### src/rtl/fetch_prefetch_queue_if.sv
// Fetch/prefetch-queue bus: fetch control, memory port and consumer handshake.
// The slave modport is the queue itself; the master drives control and memory data.
interface fetch_prefetch_queue_if #(
    parameter int unsigned AW    = 16,
    parameter int unsigned DW    = 16,
    parameter int unsigned DEPTH = 4
);
    localparam int unsigned CW = $clog2(DEPTH) + 1;

    logic          enable_fetch;
    logic          br_taken;
    logic [AW-1:0] taddr;
    logic [DW-1:0] instr_dout;
    logic          out_ready;
    logic [AW-1:0] pc;
    logic [AW-1:0] npc;
    logic          instrmem_rd;
    logic          out_valid;
    logic [DW-1:0] out_instr;
    logic [AW-1:0] out_pc;
    logic [AW-1:0] out_npc;
    logic [CW-1:0] count;

    modport master (
        output enable_fetch, br_taken, taddr, instr_dout, out_ready,
        input  pc, npc, instrmem_rd, out_valid, out_instr, out_pc, out_npc, count
    );

    modport slave (
        input  enable_fetch, br_taken, taddr, instr_dout, out_ready,
        output pc, npc, instrmem_rd, out_valid, out_instr, out_pc, out_npc, count
    );
endinterface

### src/rtl/fetch_prefetch_queue.sv
// Instruction fetch unit with a DEPTH-entry prefetch queue and branch flush.
// Define FETCH_BYPASS_EN to forward memory data straight to the output when the queue is empty.
module fetch_prefetch_queue #(
    parameter int unsigned  AW       = 16,
    parameter int unsigned  DW       = 16,
    parameter int unsigned  DEPTH    = 4,
    parameter bit [AW-1:0]  RESET_PC = AW'('h3000)
) (
    input  logic                  clock,
    input  logic                  reset,
    fetch_prefetch_queue_if.slave bus
);
    localparam int unsigned PW = $clog2(DEPTH);
    localparam int unsigned CW = PW + 1;

    typedef struct packed {
        logic [AW-1:0] pc;
        logic [DW-1:0] instr;
    } entry_t;

    logic [AW-1:0] pc_q;
    logic [AW-1:0] tag_q;
    logic          inflight_q;
    logic [PW-1:0] wr_ptr_q;
    logic [PW-1:0] rd_ptr_q;
    logic [CW-1:0] count_q;
    entry_t        mem_q [DEPTH];

    logic          issue;
    logic          push;
    logic          pop;
    logic          q_valid;
    logic [AW-1:0] out_pc_c;
    entry_t        head;
`ifdef FETCH_BYPASS_EN
    logic          bypass;
`endif

    // Issue/push/pop decisions; a flush suppresses all three.
    always_comb begin
        q_valid = (count_q != '0);
        head    = mem_q[rd_ptr_q];
        issue   = reset & bus.enable_fetch & ~bus.br_taken &
                  (((CW+1)'(count_q) + (CW+1)'(inflight_q)) < (CW+1)'(DEPTH));
        pop     = q_valid & bus.out_ready & ~bus.br_taken;
`ifdef FETCH_BYPASS_EN
        bypass  = ~q_valid & inflight_q & ~bus.br_taken;
        push    = inflight_q & ~bus.br_taken & ~(bypass & bus.out_ready);
`else
        push    = inflight_q & ~bus.br_taken;
`endif
    end

    // Output drive; only the bypass build has a path from instr_dout to the head.
    always_comb begin
        bus.pc          = pc_q;
        bus.npc         = pc_q + AW'(1);
        bus.instrmem_rd = issue;
        bus.count       = count_q;
`ifdef FETCH_BYPASS_EN
        bus.out_valid   = q_valid | bypass;
        bus.out_instr   = bypass ? bus.instr_dout : head.instr;
        out_pc_c        = bypass ? tag_q : head.pc;
`else
        bus.out_valid   = q_valid;
        bus.out_instr   = head.instr;
        out_pc_c        = head.pc;
`endif
        bus.out_pc      = out_pc_c;
        bus.out_npc     = out_pc_c + AW'(1);
    end

    // Fetch state and queue bookkeeping.
    always_ff @(posedge clock or negedge reset) begin
        if (!reset) begin
            pc_q       <= RESET_PC;
            tag_q      <= RESET_PC;
            inflight_q <= 1'b0;
            wr_ptr_q   <= '0;
            rd_ptr_q   <= '0;
            count_q    <= '0;
        end else if (bus.br_taken) begin
            pc_q       <= bus.taddr;
            inflight_q <= 1'b0;
            wr_ptr_q   <= '0;
            rd_ptr_q   <= '0;
            count_q    <= '0;
        end else begin
            if (issue) begin
                pc_q  <= pc_q + AW'(1);
                tag_q <= pc_q;
            end
            inflight_q <= issue;
            if (push) wr_ptr_q <= wr_ptr_q + PW'(1);
            if (pop)  rd_ptr_q <= rd_ptr_q + PW'(1);
            count_q <= count_q + CW'(push) - CW'(pop);
        end
    end

    // Queue storage carries no reset; contents are qualified by count.
    always_ff @(posedge clock) begin
        if (push) mem_q[wr_ptr_q] <= '{pc: tag_q, instr: bus.instr_dout};
    end

    a_no_overflow: assert property (@(posedge clock) disable iff (!reset)
        !(push && !pop && count_q == CW'(DEPTH)));

endmodule

### src/flat_wrapper.sv
// flat-port wrapper written by rule: the top's interface ports become plain ports
module fetch_prefetch_queue_flat 
#(
    parameter int unsigned  AW       = 16,
    parameter int unsigned  DW       = 16,
    parameter int unsigned  DEPTH    = 4,
    parameter bit [AW-1:0]  RESET_PC = AW'('h3000)
)
  (clock, reset, bus_enable_fetch, bus_br_taken, bus_taddr, bus_instr_dout, bus_out_ready, bus_pc, bus_npc, bus_instrmem_rd, bus_out_valid, bus_out_instr, bus_out_pc, bus_out_npc, bus_count);
  fetch_prefetch_queue_if #(.AW(AW), .DW(DW), .DEPTH(DEPTH)) bus_i ();
  input  logic clock;
  input  logic reset;
  input wire logic [$bits(bus_i.enable_fetch)-1:0] bus_enable_fetch;
  input wire logic [$bits(bus_i.br_taken)-1:0] bus_br_taken;
  input wire logic [$bits(bus_i.taddr)-1:0] bus_taddr;
  input wire logic [$bits(bus_i.instr_dout)-1:0] bus_instr_dout;
  input wire logic [$bits(bus_i.out_ready)-1:0] bus_out_ready;
  output wire logic [$bits(bus_i.pc)-1:0] bus_pc;
  output wire logic [$bits(bus_i.npc)-1:0] bus_npc;
  output wire logic [$bits(bus_i.instrmem_rd)-1:0] bus_instrmem_rd;
  output wire logic [$bits(bus_i.out_valid)-1:0] bus_out_valid;
  output wire logic [$bits(bus_i.out_instr)-1:0] bus_out_instr;
  output wire logic [$bits(bus_i.out_pc)-1:0] bus_out_pc;
  output wire logic [$bits(bus_i.out_npc)-1:0] bus_out_npc;
  output wire logic [$bits(bus_i.count)-1:0] bus_count;
  assign bus_i.enable_fetch = bus_enable_fetch;
  assign bus_i.br_taken = bus_br_taken;
  assign bus_i.taddr = bus_taddr;
  assign bus_i.instr_dout = bus_instr_dout;
  assign bus_i.out_ready = bus_out_ready;
  assign bus_pc = bus_i.pc;
  assign bus_npc = bus_i.npc;
  assign bus_instrmem_rd = bus_i.instrmem_rd;
  assign bus_out_valid = bus_i.out_valid;
  assign bus_out_instr = bus_i.out_instr;
  assign bus_out_pc = bus_i.out_pc;
  assign bus_out_npc = bus_i.out_npc;
  assign bus_count = bus_i.count;
  fetch_prefetch_queue #(.AW(AW), .DW(DW), .DEPTH(DEPTH), .RESET_PC(RESET_PC)) u_core (.clock(clock), .reset(reset), .bus(bus_i));
endmodule
### config.mk
export PLATFORM = sky130hd
export DESIGN_NAME = fetch_prefetch_queue_flat
export DESIGN_NICKNAME = d
export VERILOG_FILES = /design/src/rtl/fetch_prefetch_queue_if.sv /design/src/rtl/fetch_prefetch_queue.sv /design/src/flat_wrapper.sv
export SDC_FILE = /design/constraint.sdc
export NUM_CORES = 1
export LEC_CHECK = 0
export ABC_AREA = 1
export CORE_MARGIN = 2
export CORE_UTILIZATION = 53
export DETAILED_ROUTE_END_ITERATION = 10
export HOLD_SLACK_MARGIN = 0.15
export PLACE_DENSITY = 0.79
export SLEW_MARGIN = 30
export SYNTH_ARGS = -nofsm -noshare
export SYNTH_HDL_FRONTEND = slang
export SYNTH_SLANG_ARGS = --single-unit
### constraint.sdc
create_clock -name clock -period 2.8 [get_ports clock]
set_input_delay 0.84 -clock clock [delete_from_list [all_inputs] [get_ports clock]]
set_output_delay 0.84 -clock clock [all_outputs]
set_load 0.05 [all_outputs]
* Word-level counts from Yosys, hierarchy flattened
Memory sizes are Yosys's and may differ from the RTL's.
Index checks and enable logic that the tools add are counted.
** Storage, ports and cells
- Word-level logic and storage cells :: 37
- ROM bits :: 0
- Memories kept :: 1
- Register bits after elaboration :: 40
- Output and inout bits :: 85
- Input bits :: 37
- Bits in latches :: 0
- Bits in writable memories :: 128
** Memories
- u_core.mem_q :: words 4, width 32, rd ports 1, clocked after Yosys merged registers in 0, wr ports 1, RTL line fetch_prefetch_queue.sv:27 : entry_t mem_q [DEPTH];
** Cells by class
- Multiplexer cells :: 10
- Shift-type cells :: 0
- Reductions and logical operators :: 5
- $lt $le $gt $ge :: 1
- Bitwise gates (word level) :: 7
- Eq/ne operators :: 0
- Divide/modulo/power cells :: 0
- Multipliers :: 0
- $add $sub $neg :: 7
** Operators by type and width (number)
- $add 16x1->16 const B :: 2
- $mux 16 :: 2
- $mux 2 :: 4
- $and 1x1->1 :: 6
- $reduce_bool 2->1 :: 3
- $add 2x1->2 const B :: 2
- $add 3x1->4 :: 1
- $lt 4x3->1 const B :: 1
- $add 3x1->3 :: 1
- $mux 1 :: 3
- $mux 3 :: 1
- $reduce_bool 3->1 :: 1
- $sub 3x1->3 :: 1
- $reduce_and 2->1 :: 1
- $not 1->1 :: 1

* Logic depth before layout (Yosys ltp)
- Depth in word-level cells :: 5
- Mapped depth :: 12
- Mapped depth without buffers :: 11

* Worst setup path after synthesis
OpenSTA, ideal clock, no wires.
- Kind :: flip-flop to output port
- From :: register u_core.rd_ptr_q[1]
- To :: output port bus_out_npc[8]
- Required time :: 1.960 ns
- Slack :: -0.618 ns
- Stages on the path, launching flop included :: 9
- Buffers on the path :: 1
- Arrival time :: 2.578 ns
- Cells stage by stage :: dfrtp_1 > inv_1 > clkbuf_1 > nand2_1 > nand2_1 > ha_1 > nand3_2 > nor2_2 > xor2_1
** On the way
- Word-level cells in the longest chain between the ends :: 2
** Ends and longest elaborated chain
- from (decl) :: RTL line fetch_prefetch_queue.sv:25 : logic [PW-1:0] rd_ptr_q;
- from (signal assigned) :: RTL line fetch_prefetch_queue.sv:95 : if (pop) rd_ptr_q <= rd_ptr_q + PW'(1);
- $mem_v2 4x32
- named net bus_out_pc[1] :: RTL line flat_wrapper.sv:23 : output wire logic [$bits(bus_i.out_pc)-1:0] bus_out_pc;
- $add 16x1->16 :: RTL line fetch_prefetch_queue.sv:70 : bus.out_npc = out_pc_c + AW'(1);
- to (decl) :: RTL line flat_wrapper.sv:24 : output wire logic [$bits(bus_i.out_npc)-1:0] bus_out_npc;
The timed path passes the listed nets, and every way through them passes these cells.

* Worst setup path after layout
- From :: register u_core.rd_ptr_q[0]
- To :: output port bus_out_npc[4]
** On the way
- Word-level cells in the longest chain between the ends :: 2
** Ends and longest elaborated chain (RTL line)
- $mem_v2 4x32
- $add 16x1->16 :: fetch_prefetch_queue.sv:70
No other way between the ends.

==> out/results.tsv <==
stage	metric	value	unit
synthesis	#FFs+latches synth	168	
synthesis	Synth area leader	edfxtp_1	
cts	H-tree Lvls	4	
cts	Skew-Pair Late Insertion Delay	0.42	ns
setup_path	Worst R2R Start	u_core.bus.count[1]	
power_and_ir_drop	Logic pwr share	46.0	%
cts	clock sink count	168	
synthesis	library cells used by synthesis	31	
power_and_ir_drop	pwr dens	939.0	nW/µm²
cells_and_area	layout cell share with drive strength beyond 1	32.75	%
flow_run	Max Cap Viol	0	
cells_and_area	Finished Core Util	81.66	%
cells_and_area	commonest non-fill, non-tap cell in the layout	nand2_1	
setup_path	Critical path origin	u_core.rd_ptr_q[0]	
power_and_ir_drop	Flop pwr share	30.6	%
cells_and_area	fillers	635	
setup_path	worst path required time	1.96	ns
grt	initial antenna violation count	0	
worst_hold_path	hold path startpoint	u_core.bus.pc[13]	
synthesis	area share of the largest cell type after synthesis	51.77	%
sta	Worst Slack Setup Final	-0.3777	ns
place	Port Buffers	121	
setup_path	CP arrival	2.34	ns
power_and_ir_drop	Net Sw Power	4.104	mW
sta	Slew Limit Headroom	62.90	%
place	Detailed Place HPWL	12160	µm
floorplan	die height	122.4	µm
cells_and_area	post-layout net count	950	
setup_path	Startpoint Class	register	
place	Post-DP Area	9766	µm²
power_and_ir_drop	Clock power frac	23.4	%
setup_path	CP Cell Sequence	inv_4 > buf_4 > buf_4 > o211ai_1 > nand2_4 > ha_4 > nand3_4 > buf_4 > xor2_4 > buf_12	
power_and_ir_drop	P_int	6.457	mW
synthesis	top post-synthesis cells by area	edfxtp_1 (52%), dfrtp_1 (12%), nand2_1 (11%), nand3_1 (3.8%), nor2_1 (3.5%)	
route	Final ANT Viol Nets	0	
synthesis	Mapped Area	7425	µm²
status	status	complete, but fails checks	
route	first drt pass iteration count	6	
sta	count of final setup violators	31	
cts	CTS Buf Count	17	
route	1st-iter DRT viols	749	
sta	setup repair after global routing missed its margin	true	
setup_path	Top cell by count, worst path	buf_4	
cells_and_area	synth-to-layout area growth	51.48	%
status	failing checks	setup timing	
grt	vias in the first global route	6272	
floorplan	num rows	43	
sta	measured slew at the worst slew-check pin	0.5587	ns
cts	CTS tree	yes	
route	DRT Wirelength	22300	µm
floorplan	# IOs	122	
sta	final worst path period share	113.5	%
grt	Congestion Overflow GR	0	
route	Via-to-Cell Ratio	5.823	
floorplan	full die area	14970	µm²
floorplan	Starting Density	53.91	%
cts	Clock Path Buffers	2	
route	via count	6382	
power_and_ir_drop	Leakage Power	4.511	nW
cts	CTS Hold Buffers Added	0	
setup_path	Slowest cell on crit path	dfrtp_2	
synthesis	yosys warns	0	
power_and_ir_drop	peak supply drop	661.8	µV
power_and_ir_drop	Sw Share	38.86	%
synthesis	sequential area share after synthesis	65.32	%
setup_path	Setup CP Type	reg2out	
grt	first-pass GRT wire length	32440	µm
grt	Overall Global Routing Usage	28.55	%
cells_and_area	Design Area, Final	11250	µm²
cts	clock root cell	clkbuf_16	
sta	Fin Clk Skew	0.007870	ns
setup_path	Setup crit end kind	primary output	
sta	fin crit period	3.178	ns
route	# DRC	0	
sta	Max Slew Vio Count	0	
grt	largest net degree at the start of global routing	41	
sta	Hold Vio Cnt, Final	0	
synthesis	Net Count, Synth	770	
floorplan	Die Wd	122.4	µm
setup_path	crit-path max cell delay	0.42	ns
cts	Reg clk slew, reported paths	0.06	ns
sta	smallest hold slack	0.5343	ns
setup_path	crit path max fanout	5	
route	DR WL/cell	20.35	µm
synthesis	Syn Area/Cell	10.27	µm²
place	GP Congestion	0.9020	
cells_and_area	most frequent cells in the layout	nand2_1 (183), edfxtp_1 (128), buf_12 (62)	
floorplan	core footprint	13770	µm²
cells_and_area	n_diodes	0	
worst_hold_path	hold crit path type	reg2reg	
synthesis	Syn Inst Count	723	
sta	Max Fclk	314.7	MHz
==> state kept, by name, summed over array words and instances, names as in the netlist <==
| signal | cells |
|---|---|
| u_core.mem_q | 128 |
| u_core.bus.pc | 16 |
| u_core.bus.count | 3 |
| u_core.inflight_q | 1 |
| u_core.rd_ptr_q | 2 |
| u_core.tag_q | 16 |
| u_core.wr_ptr_q | 2 |
==> routing by layer <==
metal	vias to the layer above	part of all wire, %	track usage [%]	routed length, µm
met1	3122	37	35.62	8146
met4	0	3.3	11.71	731
met5	-	0	0	0
met2	396	52	48.72	11700
met3	74	7.7	5.948	1723
li1	2790	-	-	-
==> critical path, delay by kind of cell (launching register included) <==
kind | cells | cell delay (ns)
adders and majority gates | 1 | 0.19
and+or+nand+nor | 2 | 0.19
AOI/OAI and AO/OA | 1 | 0.27
xor gates and xnor gates | 1 | 0.20
DFF | 1 | 0.42
buffers and inverters | 5 | 0.63
==> stage by stage <==
stage          worst slack [ns]  total power [mW]  instances  setup TNS (ns)
6_report                -0.3777             10.56       1096          -5.588
5_1_grt                 -0.4580             10.90       1096          -8.101
4_1_cts                 -0.2579             10.15       1083          -2.939
3_5_place_dp           -0.06873             7.344       1028         -0.1706
3_3_place_gp            0.01546             7.230       1028               0
2_1_floorplan          -0.08390             5.513        723          -10.77
==> synth_stat cells <==
| cell type | number |
|---|---|
| a21oi_1 | 6 |
| a22o_1 | 1 |
| a32oi_1 | 1 |
| and2_1 | 1 |
| and3_1 | 1 |
| buf_1 | 1 |
| buf_2 | 15 |
| buf_4 | 2 |
| clkbuf_1 | 11 |
| dfrtp_1 | 36 |
| dfstp_2 | 4 |
| edfxtp_1 | 128 |
| fa_1 | 1 |
| ha_1 | 9 |
| inv_1 | 45 |
| inv_2 | 3 |
| nand2_1 | 225 |
| nand2_2 | 3 |
| nand3_1 | 57 |
| nand3_2 | 1 |
| nand4_1 | 3 |
| nor2_1 | 69 |
| nor2_2 | 3 |
| nor2_4 | 2 |
| nor3_1 | 2 |
| nor3_2 | 1 |
| o211ai_1 | 7 |
| o21ai_0 | 50 |
| o22ai_1 | 16 |
| xnor2_1 | 1 |
| xor2_1 | 18 |
==> cell type report <==
type	count	area (µm²)	area share, %
Multi-Input combinational cell	478	2917	25.93
Tap cell	180	225.2	2.002
Inverter	48	187.7	1.669
Sequential cell	168	4861	43.22
Timing Repair Buffer	189	2421	21.53
Timing Repair inverter	1	7.507	0.06675
Clock buffer	19	432.9	3.849
Clock inverter	13	195.2	1.735
==> repair_timing <==
action	in CTS	in global routing
cloned	2	0
pin swaps	30	31
buffers inserted	22	14
gates resized for setup	74	82
setup endpoints to repair	36	48
==> logic make-up (layout without fill, tap and decap cells) <==
family | count (synthesis) | after routing | synth area share [%]
flip-flops | 168 | 168 | 65.32
XOR/XNOR | 19 | 19 | 2.241
AO/OA/AOI/OAI | 81 | 81 | 6.067
AND/OR/NAND/NOR | 368 | 368 | 20.34
adder cells (fa/ha/maj) | 10 | 10 | 1.786
buffers and inverters | 77 | 270 | 4.247
==> power by group through the flow <==
stage               clock network [mW]  logic [mW]  registers (mW)
global route                      2.56        5.08            3.26
detailed placement                   0        4.09            3.25
CTS                               2.46        4.49            3.21
floorplan                            0        2.17            3.34
global placement                     0        4.00            3.23
finish                            2.47        4.86            3.23
==> final timing paths <==
kind | to | slack (ns) | cells past startpoint
worst min register to register | u_core.bus.pc[13] | 0.53 | 2
worst max register to register | u_core.bus.pc[9] | 0.45 | 10
worst max-delay path | bus_out_npc[4] | -0.38 | 10
max in group asynchronous | u_core.rd_ptr_q[1] | 1.81 | 2
worst min-delay path | u_core.bus.pc[13] | 0.53 | 2
min in group asynchronous | u_core.tag_q[8] | 0.57 | 2
No activity file was read; power rests on OpenSTA's default activity.
